### src/rtl/pkg_processador.sv
// Shared definitions for the processor datapath: ALU op codes and the
// FSM state encoding used by the ALU arbiter.
package pkg_processador;

  // ALU operation codes (sinal_ula encoding)
  localparam logic [2:0] OP_AND        = 3'b000;
  localparam logic [2:0] OP_OR         = 3'b001;
  localparam logic [2:0] OP_ADD        = 3'b010;
  localparam logic [2:0] OP_SUB        = 3'b011;
  localparam logic [2:0] OP_SLT        = 3'b100;
  localparam logic [2:0] OP_MAX_VALIDO = 3'b100;

  // Arbiter FSM states
  typedef enum logic [1:0] {
    OCIOSO   = 2'd0,
    EXECUTA  = 2'd1,
    RESPONDE = 2'd2
  } estado_t;

  // Codes above the last defined op are still forwarded, but flagged.
  function automatic logic op_invalido(input logic [2:0] op);
    return op > OP_MAX_VALIDO;
  endfunction

endpackage

### src/rtl/arbitro_rr2.sv
// Two-way round-robin grant. prioridade=0 favours requester 0 on a
// conflict, prioridade=1 favours requester 1. A lone request always wins.
module arbitro_rr2 (
  input  logic valido0,
  input  logic valido1,
  input  logic prioridade,
  output logic grant0,
  output logic grant1
);

  // Grant the only requester, or the favoured one when both ask
  assign grant0 = valido0 & (~valido1 | ~prioridade);
  assign grant1 = valido1 & (~valido0 |  prioridade);

endmodule

### src/rtl/arbitro_ula.sv
// Shares one ALU between two requesters. A request is captured in OCIOSO,
// the ALU is driven from the captured operands in EXECUTA, and the
// registered result is offered to the granted requester in RESPONDE.
module arbitro_ula
  import pkg_processador::*;
#(
  parameter int LARGURA = 8
) (
  input  logic               clock,
  input  logic               reset,
  // requester 0 (main control unit)
  input  logic               req0_valido,
  output logic               req0_pronto,
  input  logic [LARGURA-1:0] req0_a,
  input  logic [LARGURA-1:0] req0_b,
  input  logic [2:0]         req0_op,
  output logic               resp0_valido,
  input  logic               resp0_pronto,
  output logic [LARGURA-1:0] resp0_resultado,
  output logic               resp0_zero,
  output logic               resp0_erro,
  // requester 1 (address/branch-compare path)
  input  logic               req1_valido,
  output logic               req1_pronto,
  input  logic [LARGURA-1:0] req1_a,
  input  logic [LARGURA-1:0] req1_b,
  input  logic [2:0]         req1_op,
  output logic               resp1_valido,
  input  logic               resp1_pronto,
  output logic [LARGURA-1:0] resp1_resultado,
  output logic               resp1_zero,
  output logic               resp1_erro,
  // ALU side
  output logic [LARGURA-1:0] ula_entrada1,
  output logic [LARGURA-1:0] ula_entrada2,
  output logic [2:0]         ula_sinal,
  input  logic [LARGURA-1:0] ula_saida,
  input  logic               ula_zero
);

  estado_t            estado, prox_estado;
  logic               prioridade;   // 0: req0 wins the next conflict
  logic               grant;        // index of the requester being served
  logic [LARGURA-1:0] a_q, b_q, res_q;
  logic [2:0]         op_q;
  logic               zero_q, erro_q;
  logic               g0, g1;
  logic               aceita, conclui;

  arbitro_rr2 u_rr (
    .valido0    (req0_valido),
    .valido1    (req1_valido),
    .prioridade (prioridade),
    .grant0     (g0),
    .grant1     (g1)
  );

  // State register
  always_ff @(posedge clock or posedge reset) begin
    // NOTE: sequential state uses non-blocking assignments so every register
    // samples pre-edge values regardless of block ordering.
    if (reset) estado <= OCIOSO;
    else       estado <= prox_estado;
  end

  // Next-state and handshake outputs
  always_comb begin
    // NOTE: every output gets a default first; a path that skips an
    // assignment would otherwise infer a latch.
    prox_estado  = estado;
    req0_pronto  = 1'b0;
    req1_pronto  = 1'b0;
    resp0_valido = 1'b0;
    resp1_valido = 1'b0;
    aceita       = 1'b0;
    conclui      = 1'b0;
    case (estado)
      OCIOSO: begin
        // reset gates pronto so nothing is accepted while it is held
        req0_pronto = g0 & ~reset;
        req1_pronto = g1 & ~reset;
        aceita      = req0_pronto | req1_pronto;
        if (aceita) prox_estado = EXECUTA;
      end
      EXECUTA: prox_estado = RESPONDE;
      RESPONDE: begin
        resp0_valido = ~grant;
        resp1_valido = grant;
        conclui      = grant ? resp1_pronto : resp0_pronto;
        if (conclui) prox_estado = OCIOSO;
      end
      default: prox_estado = OCIOSO;
    endcase
  end

  // Operand capture, result capture and round-robin priority update
  always_ff @(posedge clock or posedge reset) begin
    if (reset) begin
      prioridade <= 1'b0;
      grant      <= 1'b0;
      a_q        <= '0;
      b_q        <= '0;
      op_q       <= '0;
      erro_q     <= 1'b0;
      res_q      <= '0;
      zero_q     <= 1'b0;
    end else begin
      if (aceita) begin
        grant  <= g1;
        a_q    <= g1 ? req1_a  : req0_a;
        b_q    <= g1 ? req1_b  : req0_b;
        op_q   <= g1 ? req1_op : req0_op;
        erro_q <= op_invalido(g1 ? req1_op : req0_op);
      end
      if (estado == EXECUTA) begin
        res_q  <= ula_saida;
        zero_q <= ula_zero;
      end
      if (conclui) prioridade <= ~grant;
    end
  end

  // The ALU always sees the captured operands; its output only matters in EXECUTA
  assign ula_entrada1 = a_q;
  assign ula_entrada2 = b_q;
  assign ula_sinal    = op_q;

  // Both response ports mirror the shared result registers
  assign resp0_resultado = res_q;
  assign resp0_zero      = zero_q;
  assign resp0_erro      = erro_q;
  assign resp1_resultado = res_q;
  assign resp1_zero      = zero_q;
  assign resp1_erro      = erro_q;

endmodule

### config.mk
export PLATFORM = sky130hd
export DESIGN_NAME = arbitro_ula
export DESIGN_NICKNAME = d
export VERILOG_FILES = /design/src/rtl/pkg_processador.sv /design/src/rtl/arbitro_rr2.sv /design/src/rtl/arbitro_ula.sv
export SDC_FILE = /design/constraint.sdc
export NUM_CORES = 1
export LEC_CHECK = 0
export CORE_MARGIN = 4
export CORE_UTILIZATION = 35
export DETAILED_ROUTE_END_ITERATION = 16
export GPL_TIMING_DRIVEN = 0
export PLACE_DENSITY = 0.86
export SLEW_MARGIN = 30
export SYNTH_ARGS = -nofsm -noshare
export SYNTH_HDL_FRONTEND = slang
export SYNTH_HIERARCHICAL = 1
export SYNTH_SLANG_ARGS = --single-unit
### constraint.sdc
create_clock -name clock -period 1.5 [get_ports clock]
set_input_delay 0.3 -clock clock [delete_from_list [all_inputs] [get_ports clock]]
set_output_delay 0.3 -clock clock [all_outputs]
set_load 0.05 [all_outputs]
Word-level counts from Yosys, hierarchy flattened --
Index checks and enable logic that the tools add are counted.
Storage, ports and cells: register bits after elaboration 33, bits of input ports 53, output and inout bits 43, logic and storage cells 41
Operators by class: order comparisons 1, eq/ne operators 4, muxes and demuxes 13, bitwise logic cells 12, reduce and logical (&&, ||, !) cells 2
Operator list (count):
- $mux W8 | 2
- $mux W1 | 7
- $pmux W2 S3 | 1
- $not A1 Y1 | 5
- $and A1 B1 Y1 | 4
- $mux W2 | 2
- $ne A2 B2 Y1 const B | 2
- $gt A3 B3 Y1 const B | 1
- $mux W3 | 1
- $or A1 B1 Y1 | 3
- $eq A2 B1 Y1 const B | 1
- $eq A2 B2 Y1 const B | 1
- $logic_not A2 Y1 | 1
- $reduce_and A2 Y1 | 1

Depth between registers and ports, before layout --
Gate-level depths: netlist of the first run.
depth in word-level cells 7, mapped depth 6, mapped depth without buffers 5

Cells and area by module --
The synthesis of the first run kept the hierarchy.
By module, submodules not included:
- arbitro_ula | times used 1, cells each 120, area an instance 1697.9 sq um, seq. area each 825.8 sq um
- arbitro_rr2 | times used 1, cells each 3, area an instance 18.8 sq um, seq. area each 0.0 sq um

Worst setup path before layout of the first run --
Ideal clock, no wire load.
kind reg-to-output, start point register estado[0], end point output resp0_valido, data arrival time 1281 ps, required time 1200 ps, path slack -81 ps, cell stages (with the launch flop) 3, buffers on the path 0, path through dfrtp_1 -> or2b_1 -> nor2_1
On the way: longest elaborated chain between the ends 2
Ends and longest elaborated chain:
- start, declared | line arbitro_ula.sv:41 | estado_t estado, prox_estado;
- start signal, assigned | line arbitro_ula.sv:63 | else estado <= prox_estado;
- $eq A2 B2 Y1 | line arbitro_ula.sv:77 | case (estado)
- $mux W1 | line arbitro_ula.sv:77
- end, declared | line arbitro_ula.sv:17 | output logic resp0_valido,
No other way between the ends.

Worst setup path after layout of the first run --
start point register prioridade, end point register op_q[1] (netlist: ula_sinal[1])
RTL lines:
- start, declared | line arbitro_ula.sv:42 | logic prioridade;
- start signal, assigned | line arbitro_ula.sv:119 | if (conclui) prioridade <= ~grant;
- $or A1 B1 Y1 (*) | line arbitro_rr2.sv:13 | assign grant1 = valido1 & (~valido0 | prioridade);
- $and A1 B1 Y1 (*) | line arbitro_rr2.sv:13
- net g1 | line arbitro_ula.sv:47 | logic g0, g1;
- $and A1 B1 Y1 | line arbitro_ula.sv:81 | req1_pronto = g1 & ~reset;
- $or A1 B1 Y1 | line arbitro_ula.sv:82 | aceita = req0_pronto | req1_pronto;
- $mux W1 | line arbitro_ula.sv:77
- end signal, assigned | line arbitro_ula.sv:112 | op_q <= g1 ? req1_op : req0_op;
- end, declared | line arbitro_ula.sv:45 | logic [2:0] op_q;
The timed path passes the listed nets; every way through them passes the cells marked *. A chain may end at the register's enable or synchronous reset.

==> flow_summary.toml, run 1 <==
[status]
status = "complete, but fails checks"
violations = "setup timing"

[floorplan]
ios = 96
die_area_mm2 = 0.00609
core.rowCount = 25
die_h_um = 78.0
initial_core_util_pct = 36.3
design.core.area_mm2 = 0.00472
die_w_um = 78.0

[setup_path]
cpPeakStageDelay_ns = 0.41
end_kind = "flop"
critical_path_class = "reg -> reg"
critPathSlowestCell = "dfrtp_1"
cpMostUsedCell = "mux2_4"
startpoint_type = "flop"
arrival_ns = 1.81
crit_chain = "inv_2 > a21boi_4 > buf_6 > buf_12 > buf_8 > mux2_4 > mux2_4"
critical_path_required_ns = 1.67
path_max_fanout = 5

[detailed_routing]
dr_total_vias = 1362
via_per_inst = 4.44
drt_first_pass_iters = 2
drc = 0
drt_iter0_markers = 8
wl_per_cell_um = 14.6
antenna_left = 0
wl_um = 4470

[cells_and_area]
drive_above_1_share_pct = 48.3
antenna_cells = 0
finalNetCount = 292
final_cell_mix = "49 x clkdlybuf4s50_1, 31 x dfrtp_1, 28 x mux2_4"
final_core_util_pct = 66.0
mostFrequentLayoutCell = "clkdlybuf4s50_1"
syn2layout_area_growth_pct = 81.6
postLayoutCellArea_mm2 = 0.00312
layout.cells.non_filler = 307

[placement]
dp_hpwl_um = 3210
dpl_cell_area_mm2 = 0.00276
dp_cells = 285
gp_congestion = 0.691
io_buffer_count = 95
post-place-ws_ns = -1.07

[power]
clock_power_share_pct = 13.7
p_sw_share_pct = 47.0
seqPwrFrac_pct = 23.2
static-leakage-power_nw = 1.43
p_int_mw = 3.80
ir_drop_mv = 1.08
comb_power_share_pct = 63.0
p_switching_mw = 3.36
finalPower_mw = 7.16
p_per_area_mw_per_mm2 = 2300

[timing]
final_max_slew_viol_count = 0
rsz0062_at_grt = "yes"
worstMarginPinSlew_ns = 0.678
fmaxAchievable_mhz = 609
slew_headroom_pct = 54.8
hold_viol_final = 0
whs_ns = 0.202
period_needed_ns = 1.64
setup_viol = 23
final.period_utilization_pct = 110
tns_ns = -2.44
worst_clock_skew_ns = 0.00216
fin_ws_ns = -0.143

[cts]
clock_latency_ns = 0.28
max-clock-path-buffers = 2
cts-htree-levels = 2
cts-root-buf = "clkbuf_8"
cts_tree = "done"
clkTransAtPathRegs_ns = 0.07
clock-sinks = 33
cts-buffers-inserted = 5
cts_hold_buffers = 0

[synth]
synth.cell_area_mm2 = 0.00172
yosysWarnings = 6
synth_top_cell_by_area = "dfrtp_1"
synth.distinct_cells = 21
synth_edf_count = 0
synth_sequential_area_ratio_pct = 48.1
synth_ff_type = "dfrtp_1"
synth_fp_nets = 176
async_flop_share_pct = 100
syn_avg_cell_area_um2 = 14.0
synth_area_leaders = "dfrtp_1 48%, mux2_2 18%, mux2_4 17%, buf_4 4.4%, buf_12 2.3%"
ys_ff_latch = 33
yosys.area.top_type_share_pct = 48.1
syn_inst = 123

[global_routing]
grt_max_degree = 34
antenna_found_initial = 0
grt_pass1_vias = 1426
grt_pass1_wl_um = 6770
grt.overflow.total = 0
track_usage_pct = 14.4

[run]
drv_cap = 0

[min_path]
hold_class = "in -> async"
power by group through the flow:
stage               sequential (mW)  combinational (mW)  clock, mW
finish                         1.66                4.51      0.984
global route                   1.72                4.67       1.03
CTS                            1.64                4.49       1.01
detailed placement             1.65                4.58          0
global placement               1.63                4.54          0
floorplan                      3.02                1.75          0
worst paths after layout:
check,end,start,slack (ns),cells past startpoint
hold / removal,ula_entrada2[3],reset,0.20,2
max in group asynchronous,estado[1],reset,0.83,2
setup / recovery,ula_sinal[1],prioridade,-0.14,7
hold reg to reg,ula_entrada1[6],ula_entrada1[6],0.51,1
min in group clock,grant,reset,0.47,4
setup reg to reg,ula_sinal[1],prioridade,-0.14,7
area by class of cell:
| cell class | instances | area, µm² |
|---|---|---|
| fillers | 366 | 1610 |
| repair buffers | 109 | 1100 |
| flip-flops and latches | 33 | 828 |
| multi-input cells | 70 | 811 |
| plain buffers | 15 | 146 |
| well taps | 67 | 83.8 |
| clock buffers | 5 | 68.8 |
| clock inverters | 3 | 65.1 |
| inverters | 5 | 18.8 |
registers in the layout, indices dropped and copies added (netlist names):
name	flops
estado	2
prioridade	1
grant	1
resp0_resultado	8
ula_entrada1	8
ula_entrada2	8
resp0_zero	1
ula_sinal	3
resp0_erro	1
cells in the mapped netlist (all sizes together), types with 2 or more instances:
library cell  count
a21boi            2
buf              15
dfrtp            33
inv               5
mux2             47
nand2             3
nand2b            2
nor2              4
o21ai             3
cells by family (layout without fill, tap and decap cells):
| logic type | after synthesis | count (layout) | share of synthesized area, % |
|---|---|---|---|
| muxes | 47 | 47 | 35.0 |
| DFF | 33 | 33 | 48.1 |
| buffers and inverters | 20 | 137 | 8.67 |
| and+or+nand+nor | 13 | 13 | 4.15 |
| AOI/OAI and AO/OA | 10 | 10 | 4.08 |
layer usage:
layer / part of all wire, % / GRT usage [%] / up-vias / wire length (µm)
met2: 50 / 24.4 / 55 / 2230
met4: 1.3 / 4.72 / 0 / 58
li1: - / - / 646 / -
met3: 7.0 / 4.82 / 8 / 313
met1: 42 / 17.1 / 653 / 1870
met5: 0 / 0 / - / 0
timing repair:
| action | 4_1_cts | 5_1_grt |
|---|---|---|
| pin swaps | 1 | 2 |
| gates cloned | 2 | 0 |
| resized for setup | 111 | 37 |
| buffers inserted | 10 | 3 |
| setup endpoints to repair | 63 | 46 |
critical path, delay by kind of cell (launching register included):
kind	cells	cell delay (ns)
flops	1	0.41
compound gates	1	0.15
mux	2	0.56
buf+inv	4	0.42
No activity file was read; power rests on OpenSTA's default activity.
==> run 2: changes to the inputs <==
--- a/config.mk
+++ b/config.mk
@@ -8,6 +8,7 @@
 export CORE_MARGIN = 4
 export CORE_UTILIZATION = 35
 export DETAILED_ROUTE_END_ITERATION = 16
+export GPL_ROUTABILITY_DRIVEN = 0
 export GPL_TIMING_DRIVEN = 0
 export PLACE_DENSITY = 0.86
 export SLEW_MARGIN = 30
==> results of run 2 <==
No change in the layout: final DEF, timing and power equal those of run 1.
==> run 3: changes to the inputs <==
--- a/config.mk
+++ b/config.mk
@@ -6,11 +6,11 @@
 export NUM_CORES = 1
 export LEC_CHECK = 0
 export CORE_MARGIN = 4
-export CORE_UTILIZATION = 35
+export CORE_UTILIZATION = 38
 export DETAILED_ROUTE_END_ITERATION = 16
 export GPL_ROUTABILITY_DRIVEN = 0
 export GPL_TIMING_DRIVEN = 0
-export PLACE_DENSITY = 0.86
+export PLACE_DENSITY = 0.88
 export SLEW_MARGIN = 30
 export SYNTH_ARGS = -nofsm -noshare
 export SYNTH_HDL_FRONTEND = slang
==> constraint.sdc (replaced) <==
create_clock -name clock -period 1.64 [get_ports clock]
set_input_delay 0.328 -clock clock [delete_from_list [all_inputs] [get_ports clock]]
set_output_delay 0.328 -clock clock [all_outputs]
set_load 0.05 [all_outputs]
==> run 3 against run 2 <==
Net effect: the flow still finishes with violations (setup timing); cell count down 6.8%; count of clock-buffer cells in the layout increased by 2; final area down 4.8%; sequential share of layout area increased by 1.3 points; clock power down 32%; die area fell by 7.1%; worst hold slack improved by 0.034 ns; worst setup slack improved by 0.12 ns; via count shrank 1.9%.
==> flow_summary.toml, run 3 (synthesis gave the netlist of run 1 again) <==
[timing]
slew_headroom_pct = 53.4
tns_ns = -0.0792
whs_ns = 0.236
final.period_utilization_pct = 101
period_needed_ns = 1.66
rsz0062_at_grt = "yes"
hold_viol_final = 0
fin_ws_ns = -0.0211
fmaxAchievable_mhz = 602
setup_viol = 6
final_max_slew_viol_count = 0
worstMarginPinSlew_ns = 0.697
worst_clock_skew_ns = 0.00797

[cts]
cts_hold_buffers = 0
cts-buffers-inserted = 5
max-clock-path-buffers = 2
clock_latency_ns = 0.28
cts-htree-levels = 2
cts_tree = "done"
cts-root-buf = "clkbuf_8"
clock-sinks = 33
clkTransAtPathRegs_ns = 0.07

[placement]
post-place-ws_ns = -1.20
io_buffer_count = 95
dp_hpwl_um = 3200

[setup_path]
end_kind = "output port"
startpoint_type = "flop"
critPathSlowestCell = "dfrtp_1"
timing.reg2reg.setup_slack_ns = -0.01
crit_chain = "buf_4 > a21boi_2 > nand2_1 > inv_1 > buf_6"
reg2reg_from = "prioridade"
rr_endpoint = "ula_entrada1[5]"
path_max_fanout = 3
reg2regPathDepth = 7
arrival_ns = 1.33
cpPeakStageDelay_ns = 0.40
critical_path_required_ns = 1.31
critical_path_class = "reg -> out"

[run]
drv_cap = 0

[cells_and_area]
multi_input_area_um2 = 786
syn2layout_area_growth_pct = 72.9
antenna_cells = 0
drive_above_1_share_pct = 39.3
regArea_um2 = 827
final_cell_mix = "49 x clkdlybuf4s50_1, 37 x dlygate4sd2_1, 32 x dfrtp_1"
final_core_util_pct = 68.2
finalNetCount = 286
num-fill-cells = 353
mostFrequentLayoutCell = "clkdlybuf4s50_1"

[power]
p_per_area_mw_per_mm2 = 2070
ir_drop_mv = 0.957
static-leakage-power_nw = 1.39

[detailed_routing]
wl_um = 4320
wl_per_cell_um = 15.1
drt_first_pass_iters = 4
antenna_left = 0
dr_total_vias = 1336
drc = 0
drt_iter0_markers = 39
via_per_inst = 4.67

[global_routing]
grt_max_degree = 34
grt_pass1_wl_um = 6380
track_usage_pct = 15.0
grt.overflow.total = 0
grt_pass1_vias = 1372
antenna_found_initial = 0

[status]
status = "complete, but fails checks"
violations = "setup timing"

[floorplan]
core.rowCount = 24
die_w_um = 75.2
initial_core_util_pct = 39.4
die_h_um = 75.2
die_area_mm2 = 0.00566
ios = 96
design.core.area_mm2 = 0.00435

[min_path]
hold_class = "in -> async"
==> run 3: cell count changes in the layout (fill, tap and decap cells not counted), moves of 2 or more <==
cell | before | now
dlygate4sd2_1 | 8 | 37
clkdlybuf4s15_1 | 17 | 4
clkdlybuf4s15_2 | 10 | 0
clkbuf_2 | 5 | 0
buf_4 | 18 | 14
mux2_2 | 19 | 23
mux2_4 | 28 | 24
buf_6 | 7 | 4
bufinv_16 | 2 | 0
clkbuf_8 | 5 | 7
==> run 3: worst max-delay path by stage <==
stage                            from            to  slack, ns  cells past startpoint
final                      prioridade   req0_pronto      -0.02                      5
after global placement    req1_valido   req1_pronto      -1.20                      5
after floorplan             estado[0]  resp0_valido       0.03                      2
after CTS                  prioridade   req1_pronto       -0.1                      5
after global routing       prioridade   req0_pronto      -0.07                      5
after detailed placement  req1_valido   req1_pronto      -1.20                      5
==> run 3: critical path: cells and delay by family (launching register included) <==
family	cells	cell delay, ns
flip-flops	1	0.40
buffers and inverters	3	0.38
AO/OA/AOI/OAI	1	0.16
AND/OR/NAND/NOR	1	0.10
==> run 3: power by group <==
part / leakage, nW / internal [mW] / switching (mW)
registers: 0.386 / 1.22 / 0.269
logic: 0.952 / 1.51 / 2.46
clock network: 0.0542 / 0.379 / 0.292
==> run 3: timing repair <==
action | in CTS | in global routing
cloned | 1 | 1
setup buffers | 3 | 3
pin swaps | 1 | 3
resized for setup | 81 | 12
endpoints found under the setup margin | 63 | 26
hold endpoints to repair | 0 | 0
==> run 3: metal layers <==
metal	vias up	share of wire, %	track usage (%)
met2	58	50	25.5
met3	7	8.3	4.67
met1	633	41	18.1
li1	638	-	-
met5	-	0	0
met4	0	0.90	4.66
==> run 3: area by class of cell <==
cell class	instances	share of cell area, %
clock inverter	1	0.169
multi-input combinational	70	26.5
tap	52	2.19
timing repair buffer	103	34.5
clock buffer	7	3.25
sequential	33	27.9
inverter	5	0.632
buffer	15	4.93
==> run 3: stage by stage <==
stage | cells | cell area (µm²) | power, mW
floorplan | 123 | 1720 | 4.36
global placement | 270 | 2730 | 5.62
detailed placement | 270 | 2730 | 5.69
CTS | 282 | 2890 | 6.10
global route | 286 | 2970 | 6.41
finish | 286 | 2970 | 6.13
